==> src/rtl/date_pkg.sv <==
// Shared calendar helpers for the date counter: field-select encodings,
// weekday constants and leap/month-length/weekday-step functions.
package date_pkg;

  localparam logic [1:0] SEL_NONE = 2'b00;
  localparam logic [1:0] SEL_DAY  = 2'b01;
  localparam logic [1:0] SEL_MON  = 2'b10;
  localparam logic [1:0] SEL_YEAR = 2'b11;

  localparam logic [2:0] DOW_SUN = 3'd0;
  localparam logic [2:0] DOW_MON = 3'd1;
  localparam logic [2:0] DOW_TUE = 3'd2;
  localparam logic [2:0] DOW_WED = 3'd3;
  localparam logic [2:0] DOW_THU = 3'd4;
  localparam logic [2:0] DOW_FRI = 3'd5;
  localparam logic [2:0] DOW_SAT = 3'd6;

  function automatic logic is_leap(input logic [31:0] year);
    return ((year % 32'd4 == 32'd0) && (year % 32'd100 != 32'd0)) ||
           (year % 32'd400 == 32'd0);
  endfunction

  function automatic logic [4:0] month_len(input logic [3:0] mm, input logic leap);
    case (mm)
      4'd2:                       month_len = leap ? 5'd29 : 5'd28;
      4'd4, 4'd6, 4'd9, 4'd11:    month_len = 5'd30;
      default:                    month_len = 5'd31;
    endcase
  endfunction

  // Weekday successor, Saturday wraps to Sunday.
  function automatic logic [2:0] dow_next(input logic [2:0] d);
    return (d == DOW_SAT) ? DOW_SUN : d + 3'd1;
  endfunction

endpackage

==> src/rtl/dow_calc.sv <==
// Combinational Sakamoto day-of-week (0=Sun..6=Sat) for a Gregorian date.
module dow_calc
  import date_pkg::*;
#(
  parameter int unsigned YEAR_W = 14
) (
  input  logic [4:0]        dd,
  input  logic [3:0]        mm,
  input  logic [YEAR_W-1:0] yyyy,
  output logic [2:0]        dow_c
);

  logic [3:0]  t;
  logic [31:0] y;
  logic [31:0] sum;

  // Year offset by 400 (a whole number of weeks) so Jan/Feb of year 0 stays non-negative.
  always_comb begin
    case (mm)
      4'd2:    t = 4'd3;
      4'd3:    t = 4'd2;
      4'd4:    t = 4'd5;
      4'd5:    t = 4'd0;
      4'd6:    t = 4'd3;
      4'd7:    t = 4'd5;
      4'd8:    t = 4'd1;
      4'd9:    t = 4'd4;
      4'd10:   t = 4'd6;
      4'd11:   t = 4'd2;
      4'd12:   t = 4'd4;
      default: t = 4'd0;
    endcase
    y     = 32'(yyyy) + 32'd400 - ((mm < 4'd3) ? 32'd1 : 32'd0);
    sum   = y + y / 32'd4 - y / 32'd100 + y / 32'd400 + 32'(t) + 32'(dd);
    dow_c = 3'(sum % 32'd7);
  end

endmodule

==> src/rtl/datecounter_param.sv <==
// Calendar date counter with parametrised year range, wrap/saturate limits,
// freeze-mode editing and optional day-of-week tracking (DATECOUNTER_DOW_EN).
module datecounter_param
  import date_pkg::*;
#(
  parameter int unsigned YEAR_W    = 14,
  parameter int unsigned YEAR_MIN  = 0,
  parameter int unsigned YEAR_MAX  = 9999,
  parameter int unsigned YEAR_INIT = 2000,
  parameter int unsigned YEAR_WRAP = 1,
  parameter int unsigned DOW_INIT  = 6
) (
  input  logic              clk,
  input  logic              rst,
  input  logic              dayroll,
  input  logic              freeze,
  input  logic              inc,
  input  logic              dec,
  input  logic [1:0]        sel,
  output logic [4:0]        dd,
  output logic [3:0]        mm,
  output logic [YEAR_W-1:0] yyyy,
  output logic              leap,
  output logic              yearroll
`ifdef DATECOUNTER_DOW_EN
  ,
  output logic [2:0]        dow,
  output logic              dow_valid
`endif
);

  localparam logic [YEAR_W-1:0] YMIN  = YEAR_W'(YEAR_MIN);
  localparam logic [YEAR_W-1:0] YMAX  = YEAR_W'(YEAR_MAX);
  localparam logic [YEAR_W-1:0] YINIT = YEAR_W'(YEAR_INIT);
  localparam logic              WRAP  = (YEAR_WRAP != 0);

  logic [4:0]        dd_n;
  logic [3:0]        mm_n;
  logic [YEAR_W-1:0] yyyy_n;
  logic              yearroll_n;
  logic [4:0]        len;
  logic [4:0]        clamp_len;
  logic [YEAR_W-1:0] yr_up;
  logic [YEAR_W-1:0] yr_dn;

  assign leap = is_leap(32'(yyyy));

  // Next date: dayroll counting when running, single-field steps when frozen.
  always_comb begin
    dd_n       = dd;
    mm_n       = mm;
    yyyy_n     = yyyy;
    yearroll_n = 1'b0;
    len        = month_len(mm, leap);
    yr_up      = (yyyy == YMAX) ? (WRAP ? YMIN : YMAX) : yyyy + YEAR_W'(1);
    yr_dn      = (yyyy == YMIN) ? (WRAP ? YMAX : YMIN) : yyyy - YEAR_W'(1);
    if (!freeze) begin
      if (dayroll) begin
        if (dd < len) begin
          dd_n = dd + 5'd1;
        end else if (mm != 4'd12) begin
          dd_n = 5'd1;
          mm_n = mm + 4'd1;
        end else if (yyyy != YMAX || WRAP) begin
          dd_n       = 5'd1;
          mm_n       = 4'd1;
          yyyy_n     = yr_up;
          yearroll_n = 1'b1;
        end
      end
    end else if (inc ^ dec) begin
      case (sel)
        SEL_DAY: begin
          if (inc) dd_n = (dd >= len)  ? 5'd1 : dd + 5'd1;
          else     dd_n = (dd <= 5'd1) ? len  : dd - 5'd1;
        end
        SEL_MON: begin
          if (inc) mm_n = (mm >= 4'd12) ? 4'd1  : mm + 4'd1;
          else     mm_n = (mm <= 4'd1)  ? 4'd12 : mm - 4'd1;
        end
        SEL_YEAR: yyyy_n = inc ? yr_up : yr_dn;
        default: ;
      endcase
    end
    // Month/year edits may shorten the month; pull the day back inside it.
    clamp_len = month_len(mm_n, is_leap(32'(yyyy_n)));
    if (dd_n > clamp_len) dd_n = clamp_len;
  end

  always_ff @(posedge clk) begin
    if (rst) begin
      dd       <= 5'd1;
      mm       <= 4'd1;
      yyyy     <= YINIT;
      yearroll <= 1'b0;
    end else begin
      dd       <= dd_n;
      mm       <= mm_n;
      yyyy     <= yyyy_n;
      yearroll <= yearroll_n;
    end
  end

`ifdef DATECOUNTER_DOW_EN
  logic [2:0] dow_cur_c;
  logic [2:0] dow_n;
  logic       dow_valid_n;

  dow_calc #(.YEAR_W(YEAR_W)) u_dow_calc (
    .dd    (dd),
    .mm    (mm),
    .yyyy  (yyyy),
    .dow_c (dow_cur_c)
  );

  // Freeze invalidates the tracker; the first running cycle reloads it from the date.
  always_comb begin
    dow_n       = dow;
    dow_valid_n = dow_valid;
    if (freeze) begin
      dow_valid_n = 1'b0;
    end else if (!dow_valid) begin
      dow_n       = dayroll ? dow_next(dow_cur_c) : dow_cur_c;
      dow_valid_n = 1'b1;
    end else if (dayroll) begin
      dow_n = dow_next(dow);
    end
  end

  always_ff @(posedge clk) begin
    if (rst) begin
      dow       <= 3'(DOW_INIT);
      dow_valid <= 1'b1;
    end else begin
      dow       <= dow_n;
      dow_valid <= dow_valid_n;
    end
  end
`else
  // DOW_INIT only matters when the weekday tracker is built.
  if (DOW_INIT > 6) begin : g_dow_init_unused
  end
`endif

endmodule

==> config.mk <==
export PLATFORM = sky130hd
export DESIGN_NAME = datecounter_param
export DESIGN_NICKNAME = d
export VERILOG_FILES = /design/src/rtl/date_pkg.sv /design/src/rtl/dow_calc.sv /design/src/rtl/datecounter_param.sv
export SDC_FILE = /design/constraint.sdc
export NUM_CORES = 1
export LEC_CHECK = 0
export ABC_AREA = 1
export ABC_CLOCK_PERIOD_IN_PS = 11100
export BUFFER_PORTS_ARGS = -buffer_cell sky130_fd_sc_hd__buf_2
export CORE_MARGIN = 4
export CORE_UTILIZATION = 58
export DETAILED_ROUTE_END_ITERATION = 6
export PLACE_DENSITY = 0.76
export SYNTH_ARGS = -nofsm -noshare
export SYNTH_HDL_FRONTEND = slang
export SYNTH_SLANG_ARGS = --single-unit
export TNS_END_PERCENT = 50
==> constraint.sdc <==
create_clock -name clk -period 11.1 [get_ports clk]
set_input_delay 2.22 -clock clk [delete_from_list [all_inputs] [get_ports clk]]
set_output_delay 2.22 -clock clk [all_outputs]
set_load 0.1 [all_outputs]
==> flow_metrics.env, run 1 <==
export IMPL_hold_path_class="flop to flop"
export IMPL_p_total_mw=2.315
export IMPL_insertion_delay_ns=0.29
export IMPL_setup_viol=3
export IMPL_io_pins=33
export IMPL_cts_sinks=24
export IMPL_rows=36
export IMPL_antenna_found_initial=0
export IMPL_dp_hpwl_um=13690
export IMPL_grt_max_degree=26
export IMPL_yosys_register_bits=24
export IMPL_route_detailed_drc=0
export IMPL_first_pass_iters=6
export IMPL_finClkSkew_ns=0.004373
export IMPL_clkSlewWorstSetupHoldPaths_ns=0.11
export IMPL_start_kind="flop"
export IMPL_cp_max_fo=8
export IMPL_period_needed_ns=12.04
export IMPL_hold_violations=0
export IMPL_yosysTopAreaCellShare=0.1841
export IMPL_placed_area_um2=6830
export IMPL_drt_iter0_drc=809
export IMPL_synth_largest_area_cell="nand2_1"
export IMPL_tightest_slew_ns=1.141
export IMPL_drv_slew=0
export IMPL_cp_top_family="simple AND/OR/NAND/NOR gates"
export IMPL_htree_levels=1
export IMPL_cts_inserted_buffers=3
export IMPL_wirelength_um=21700
export IMPL_cpMaxStageDelayCell="dfxtp_4"
export IMPL_grt_pass1_wl_um=31090
export IMPL_cts_tree="yes"
export IMPL_place_inst=1263
export IMPL_cts_path_max_buffers=2
export IMPL_grt_pass1_vias=6964
export IMPL_cts_root_buf="clkbuf_8"
export IMPL_critPathMaxStageDelay_ns=0.37
export IMPL_coreArea_um2=9774
export IMPL_grtUsageTotal=0.3188
export IMPL_powerDensity_nw_per_um2=283.2
export IMPL_path_buf_inv=13
export IMPL_ys_types=57
export IMPL_drt_vias_per_instance=5.863
export IMPL_diodes=0
export IMPL_required_ns=11.32
export IMPL_drive_above_1_share=0.3992
export IMPL_finalNetCount=1235
export IMPL_synth_area_leaders="nand2_1 18%, nand3_1 8.8%, dfxtp_1 8.2%, inv_1 7.2%, nor2_1 4.9%"
export IMPL_finalWeightedCongestion=0.9881
export IMPL_cpMostUsedCell="nand2_2"
export IMPL_fin_crit_sh=1.085
export IMPL_cap_violations=0
export IMPL_post_route_util=0.8363
export IMPL_fin_setup_tns_ns=-2.397
export IMPL_rsz0062_at_grt="yes"
export IMPL_power_leakage_nw=4.191
export IMPL_cp_arrival_ns=12.27
export IMPL_yosysSeqAreaShare=0.08239
export IMPL_yosys_most_used_dff="dfxtp_1"
export IMPL_io_buffer_count=32
export IMPL_postCtsHoldBufs=0
export IMPL_dieArea_um2=11720
export IMPL_status="finished, violations left"
export IMPL_fin_ws_ns=-0.9448
export IMPL_syn_area_per_cell_um2=5.757
export IMPL_fmax_ghz=0.08302
export IMPL_synth_edff_count=0
export IMPL_ir_worst_vdd_mv=0.2688
export IMPL_violations="negative setup slack"
export IMPL_final_antenna_net_count=0
export IMPL_worstSetupEndpointType="flop"
export IMPL_initial_core_util=0.5966
export IMPL_num_vias=7874
export IMPL_relSlewSlack=0.2324
export IMPL_async_flop_share=0
export IMPL_syn_area_um2=5832
export IMPL_gr_total_overflow=0
export IMPL_synth_warnings=0
export IMPL_fillers=651
export IMPL_worst_setup_path_type="flop to flop"
export IMPL_routedWlPerCell_um=16.16
export IMPL_die_w_um=108.3
export IMPL_finalInstanceArea_um2=8174
export IMPL_syn_nets=1037
export IMPL_syn_instance_count=1013
export IMPL_area_growth_pct=40.16
export IMPL_die_y_um=108.3
export IMPL_finalNonFillerCells=1343
-- synthesized netlist by cell type, drive strengths merged (2+ instances only) --
library cell    n
buf            20
o311ai          2
nand2         336
inv           138
clkbuf          7
o221ai          3
o211ai         16
o21ai          58
xor2           19
a31oi           4
a21boi          4
nand3         120
xnor2           9
nor2          108
nand4          39
clkinv          5
ha             16
a22oi           2
nor3           18
nand3b          4
a21oi          41
nor4            2
dfxtp          24
and2            5
o22ai           5
-- sequential cells by signal, summed over array words and instances (netlist names) --
register	cells
yearroll	1
dd	5
yyyy	14
mm	4
-- repair_timing --
item / 4_1_cts / 5_1_grt
pin swaps: 30 / 95
gates cloned: 2 / 0
setup buffers: 48 / 26
endpoints found under the hold margin: 0 / 0
resized for setup: 46 / 131
setup endpoints to repair: 2 / 3
-- cells in the final DEF, fill, tap and decap left out, drive strengths merged --
cell	n
nand2	337
buf	219
inv	139
nand3	121
nor2	108
o21ai	58
a21oi	41
nand4	39
dfxtp	24
xor2	19
nor3	18
o211ai	16
ha	16
xnor2	9
o22ai	5
and2	5
nand3b	4
clkinv	4
a31oi	4
a21boi	4
o221ai	3
clkbuf	3
nor4	2
o311ai	2
a22oi	2
a21o	1
or2	1
or3	1
o2111ai	1
a32oi	1
a221o	1
a211oi	1
bufinv	1
-- power breakdown --
group	total, mW	internal, mW	switching, mW
Sequential	0.101	0.0910	0.0104
Combinational	2.13	0.888	1.24
Clock	0.0847	0.0484	0.0363
Total	2.31	1.03	1.29
-- metrics by stage --
step	setup WS, ns	hold WS, ns
6_report	-0.9448	0.7420
5_1_grt	-1.689	0.7968
4_1_cts	-0.1425	0.7376
3_5_place_dp	-0.3662	0.7179
3_3_place_gp	-0.08713	0.7274
2_1_floorplan	0.003944	1.018
-- logic make-up (layout without fill, tap and decap cells) --
family | count (synthesis) | in the layout | share of synthesized area
simple gates | 634 | 636 | 0.5683
buf+inv | 171 | 366 | 0.1268
compound gates | 140 | 140 | 0.1429
xor+xnor | 28 | 28 | 0.04527
flops | 24 | 24 | 0.08239
fa+ha+maj | 16 | 16 | 0.03433
-- worst min-delay path, stage by stage (launching register included) --
cell and delay, ns:
dfxtp_1 0.38, a21oi_1 0.13, o21ai_0 0.08, inv_1 0.08
nor2_1 0.04
-- metal layers --
layer  vias to the layer above  GRT usage  part of all wire
li1                       3747          -                 -
met3                       114    0.03522             0.083
met2                       432     0.5702              0.50
met4                         0     0.1335             0.044
met5                         -          0                 0
met1                      3581     0.3857              0.38
-- final cells by class --
| type | count | area [um^2] | area share |
|---|---|---|---|
| clock buffer | 3 | 41.29 | 0.005051 |
| clock inverter | 1 | 30.03 | 0.003674 |
| inverter | 143 | 554.3 | 0.06781 |
| multi-input combinational | 820 | 5268 | 0.6444 |
| sequential | 24 | 489.2 | 0.05985 |
| tap | 133 | 166.4 | 0.02036 |
| timing repair buffer | 219 | 1625 | 0.1988 |
-- worst paths after layout --
kind / start / end / slack (ns) / depth (start not counted)
setup / recovery: yyyy[9]$_SDFF_PP1_ / dd[1]$_SDFF_PP0_ / -0.94 / 101
hold reg to reg: mm[1]$_SDFF_PP0_ / mm[1]$_SDFF_PP0_ / 0.74 / 4
setup reg to reg: yyyy[9]$_SDFF_PP1_ / dd[1]$_SDFF_PP0_ / -0.94 / 101
hold / removal: mm[1]$_SDFF_PP0_ / mm[1]$_SDFF_PP0_ / 0.74 / 4
Note: power is estimated with default switching activity, not from simulation.
==> inputs of run 2 (changes only) <==
- BUFFER_PORTS_ARGS: -buffer_cell sky130_fd_sc_hd__buf_2 -> -buffer_cell sky130_fd_sc_hd__clkbuf_2
- SKIP_CTS_REPAIR_TIMING: not set -> 1
==> flow_metrics.env, run 2 (same netlist as run 1, synthesis figures left out) <==
export IMPL_num_vias=7246
export IMPL_gr_total_overflow=0
export IMPL_grt_pass1_wl_um=28220
export IMPL_powerDensity_nw_per_um2=273.6
export IMPL_cpMostUsedCell="nand2_2"
export IMPL_rsz0062_at_grt="yes"
export IMPL_grt_pass1_vias=6404
export IMPL_regMostFlops="yyyy"
export IMPL_die_y_um=108.3
export IMPL_power_leakage_nw=3.784
export IMPL_cp_max_fo=9
export IMPL_drt_iter0_drc=530
export IMPL_fmax_ghz=0.08462
export IMPL_diodes=0
export IMPL_cts_root_buf="clkbuf_8"
export IMPL_pwr_share_seq=0.050
export IMPL_io_buffer_count=32
export IMPL_clkPwrFrac=0.040
export IMPL_swShare=0.5687
export IMPL_drt_vias_per_instance=5.706
export IMPL_area_growth_pct=27.61
export IMPL_required_ns=11.25
export IMPL_grtUsageTotal=0.2853
export IMPL_coreArea_um2=9774
export IMPL_top_regs="yyyy (14), dd (5), mm (4)"
export IMPL_hold_path_class="flop to flop"
export IMPL_post_place_ws_ns=-0.3756
export IMPL_drv_slew=0
export IMPL_rows=36
export IMPL_cts_path_max_buffers=2
export IMPL_relSlewSlack=0.3270
export IMPL_finalNetCount=1162
export IMPL_post_route_util=0.7614
export IMPL_htree_levels=1
export IMPL_die_w_um=108.3
export IMPL_setup_viol=2
export IMPL_io_pins=33
export IMPL_largest_register_ffs=14
export IMPL_rr_worst_depth=104
export IMPL_period_needed_ns=11.82
export IMPL_pwr_share_comb=0.910
export IMPL_r2r_slack_ns=-0.72
export IMPL_hold_violations=0
export IMPL_r2r_end="dd[1]$_SDFF_PP0_"
export IMPL_route_detailed_drc=0
export IMPL_cp_arrival_ns=11.97
export IMPL_drive_above_1_share=0.3351
export IMPL_fin_ws_ns=-0.7174
export IMPL_holdPathStages=2
export IMPL_worstHoldStart="mm[3]$_SDFF_PP0_"
export IMPL_hold_worst_slack_ns=0.7455
export IMPL_cap_violations=0
export IMPL_routedWlPerCell_um=14.61
export IMPL_start_kind="flop"
export IMPL_first_pass_iters=6
export IMPL_violations="negative setup slack"
export IMPL_p_sw_mw=1.158
export IMPL_fin_crit_sh=1.065
export IMPL_clkSlewWorstSetupHoldPaths_ns=0.10
export IMPL_critPathLaunch="yyyy[9]$_SDFF_PP1_"
export IMPL_initial_core_util=0.5966
export IMPL_insertion_delay_ns=0.28
export IMPL_min_to="mm[3]$_SDFF_PP0_"
export IMPL_wirelength_um=18560
export IMPL_dp_hpwl_um=13180
export IMPL_finalWeightedCongestion=0.9436
export IMPL_layout_common_cells="246 x nand2_1, 109 x inv_1, 107 x buf_4"
export IMPL_grt_max_degree=26
export IMPL_critPathMaxStageDelay_ns=0.37
export IMPL_ir_worst_vdd_mv=0.3049
export IMPL_worstSetupEndpointType="flop"
export IMPL_p_int_uw=878.3
export IMPL_finClkSkew_ns=0.005645
export IMPL_dieArea_um2=11720
export IMPL_p_total_mw=2.037
export IMPL_worst_setup_path_type="flop to flop"
export IMPL_cts_sinks=24
export IMPL_final_antenna_net_count=0
export IMPL_cpMaxStageDelayCell="dfxtp_4"
export IMPL_tightest_slew_ns=1.000
export IMPL_antenna_found_initial=0
export IMPL_cts_inserted_buffers=3
export IMPL_cts_tree="yes"
export IMPL_layout_commonest_cell="nand2_1"
export IMPL_status="finished, violations left"
export IMPL_crit_reg2reg_launch="yyyy[9]$_SDFF_PP1_"
-- run 2: stage by stage --
| stage | instance area (um^2) | std cells | setup TNS (ns) |
|---|---|---|---|
| after floorplan | 5838 | 1013 | 0 |
| after global placement | 6630 | 1238 | -0.2070 |
| after detailed placement | 6630 | 1238 | -0.7490 |
| after CTS | 6701 | 1242 | -0.9390 |
| after global routing | 7442 | 1270 | -3.221 |
| final | 7442 | 1270 | -1.418 |
-- run 2: critical path, delay by kind of cell (launching register included) --
family | cells | cell delay [ns]
AOI/OAI and AO/OA | 10 | 1.29
adders and majority gates | 2 | 0.34
buffers and inverters | 13 | 1.28
DFF | 1 | 0.37
and+or+nand+nor | 79 | 8.41
-- run 2: worst max path at each step --
stage / end / slack, ns / depth (start not counted)
2_1_floorplan: dd[0]$_SDFF_PP1_ / 0.004 / 103
5_1_grt: dd[1]$_SDFF_PP0_ / -1.61 / 106
6_report: dd[1]$_SDFF_PP0_ / -0.72 / 104
4_1_cts: dd[1]$_SDFF_PP0_ / -0.48 / 97
3_3_place_gp: dd[1]$_SDFF_PP0_ / -0.11 / 99
3_5_place_dp: dd[1]$_SDFF_PP0_ / -0.38 / 97
-- run 2: metal layers --
layer	global-route usage	vias up	routed length [um]
met5	0	-	0
met3	0.02090	75	1321
met4	0.1019	0	716
met2	0.5022	312	9072
li1	-	3583	-
met1	0.3653	3276	7444
-- run 2: layout make-up --
class / instances / area [um^2]
clock inverters: 1 / 30.03
clock buffers: 3 / 41.29
inverters: 143 / 551.8
well taps: 133 / 166.4
flip-flops and latches: 24 / 491.7
repair buffers: 146 / 1042
multi-input cells: 820 / 5119
fillers: 767 / 2332
-- run 2: power groups by stage --
stage,Combinational (mW),Clock (mW),Sequential [mW]
CTS,1.47,0.0814,0.101
finish,1.85,0.0817,0.101
global placement,1.44,0,0.103
global route,2.03,0.0839,0.102
detailed placement,1.46,0,0.103
floorplan,1.05,0,0.133
==> inputs of run 3 (changes only) <==
- BUFFER_PORTS_ARGS: -buffer_cell sky130_fd_sc_hd__clkbuf_2 -> -buffer_cell sky130_fd_sc_hd__buf_2
- MAX_ROUTING_LAYER: not set -> met4
==> flow_metrics.env, run 3 (same netlist as run 1, synthesis figures left out) <==
export IMPL_cts_inserted_buffers=3
export IMPL_hold_path_class="flop to flop"
export IMPL_route_detailed_drc=0
export IMPL_violations="negative setup slack"
export IMPL_diodes=0
export IMPL_finalNetCount=1169
export IMPL_setup_viol=2
export IMPL_wirelength_um=17880
export IMPL_worstSetupEndpointType="flop"
export IMPL_top_regs="yyyy (14), dd (5), mm (4)"
export IMPL_layout_commonest_cell="nand2_1"
export IMPL_largest_register_ffs=14
export IMPL_critPathMaxStageDelay_ns=0.35
export IMPL_finalWeightedCongestion=0.9964
export IMPL_coreArea_um2=9774
export IMPL_cpMaxStageDelayCell="dfxtp_2"
export IMPL_area_growth_pct=24.18
export IMPL_layout_common_cells="262 x nand2_1, 118 x buf_4, 110 x inv_1"
export IMPL_io_pins=33
export IMPL_num_vias=7143
export IMPL_fin_ws_ns=-0.6547
export IMPL_multi_input_area_um2=4882
export IMPL_fin_crit_sh=1.059
export IMPL_relSlewSlack=0.4420
export IMPL_start_kind="flop"
export IMPL_fmax_ghz=0.08507
export IMPL_drv_slew=0
export IMPL_cp_arrival_ns=11.94
export IMPL_dieArea_um2=11720
export IMPL_final_antenna_net_count=0
export IMPL_cts_tree="yes"
export IMPL_drive_above_1_share=0.3094
export IMPL_cap_violations=0
export IMPL_drt_iter0_drc=470
export IMPL_rsz0062_at_grt="yes"
export IMPL_status="finished, violations left"
export IMPL_worst_setup_path_type="flop to flop"
export IMPL_period_needed_ns=11.75
export IMPL_finalNonFillerCells=1277
export IMPL_power_leakage_nw=3.773
export IMPL_grt_pass1_vias=6386
export IMPL_rows=36
export IMPL_drt_vias_per_instance=5.594
export IMPL_hold_violations=0
export IMPL_htree_levels=1
export IMPL_cp_max_fo=9
export IMPL_fin_setup_tns_ns=-1.293
export IMPL_fillers=881
export IMPL_ir_worst_vdd_mv=0.2214
export IMPL_finClkSkew_ns=0.007224
export IMPL_die_y_um=108.3
export IMPL_die_w_um=108.3
export IMPL_required_ns=11.28
export IMPL_routedWlPerCell_um=14.00
export IMPL_tightest_slew_ns=0.8361
export IMPL_grtUsageTotal=0.2993
export IMPL_cts_path_max_buffers=2
export IMPL_regMostFlops="yyyy"
export IMPL_dp_hpwl_um=13460
export IMPL_regArea_um2=486.7
export IMPL_cts_sinks=24
export IMPL_clkSlewWorstSetupHoldPaths_ns=0.10
export IMPL_io_buffer_count=32
export IMPL_powerDensity_nw_per_um2=268.2
export IMPL_p_total_mw=1.942
export IMPL_place_inst=1255
export IMPL_gr_total_overflow=0
export IMPL_cts_root_buf="clkbuf_8"
export IMPL_grt_pass1_wl_um=28500
export IMPL_first_pass_iters=5
export IMPL_initial_core_util=0.5966
export IMPL_grt_max_degree=26
export IMPL_antenna_found_initial=0
export IMPL_insertion_delay_ns=0.28
## run 3: cell count changes in the layout (fill, tap and decap cells not counted), sizes merged
cell,delta
clkbuf,-32
inv,-1
buf,+39
clkinv,+1
## run 3: per-layer routing
metal / share of wire / GRT usage / up-vias
met3: 0.074 / 0.02388 / 39
li1: - / - / 3596
met1: 0.41 / 0.3672 / 3205
met2: 0.49 / 0.5240 / 303
met4: 0.021 / 0.08927 / 0
met5: 0 / - / -
## run 3: path summary, 6_finish.rpt
kind                            slack [ns]                start  cells past startpoint                to
worst max-delay path                 -0.65  yyyy[10]$_SDFF_PP1_                    103  dd[0]$_SDFF_PP1_
worst min-delay path                  0.73     mm[3]$_SDFF_PP0_                      2  mm[3]$_SDFF_PP0_
worst max register to register       -0.65  yyyy[10]$_SDFF_PP1_                    103  dd[0]$_SDFF_PP1_
worst min register to register        0.73     mm[3]$_SDFF_PP0_                      2  mm[3]$_SDFF_PP0_
## run 3: area by class of cell
| class | instances | share of cell area |
|---|---|---|
| clock buffers | 3 | 0.005701 |
| clock inverters | 1 | 0.004147 |
| inverters | 143 | 0.07550 |
| multi-input cells | 820 | 0.6742 |
| flip-flops and latches | 24 | 0.06721 |
| well taps | 133 | 0.02298 |
| repair buffers | 153 | 0.1503 |
## run 3: through the flow
stage,setup slack (ns),utilization,instance area (um^2),hold slack [ns]
2_1_floorplan,0.003944,-,5838,1.018
3_3_place_gp,-0.1217,0.6927,6770,0.7142
3_5_place_dp,-0.4181,0.6927,6770,0.7128
4_1_cts,-0.4966,0.6999,6842,0.7381
5_1_grt,-1.626,0.7409,7242,0.8008
6_report,-0.6547,0.7409,7242,0.7328
## run 3: worst max-delay path: cells and delay by family (launching register included)
family / cells / cell delay [ns]
DFF: 1 / 0.35
adders and majority gates: 3 / 0.72
buffers and inverters: 11 / 1.19
and+or+nand+nor: 82 / 8.27
AOI/OAI and AO/OA: 7 / 1.10
## run 3: report_power, final
part           switching (mW)  total [mW]  internal [mW]
registers              0.0100       0.101         0.0912
logic                    1.04        1.76          0.718
clock network          0.0341      0.0824         0.0484
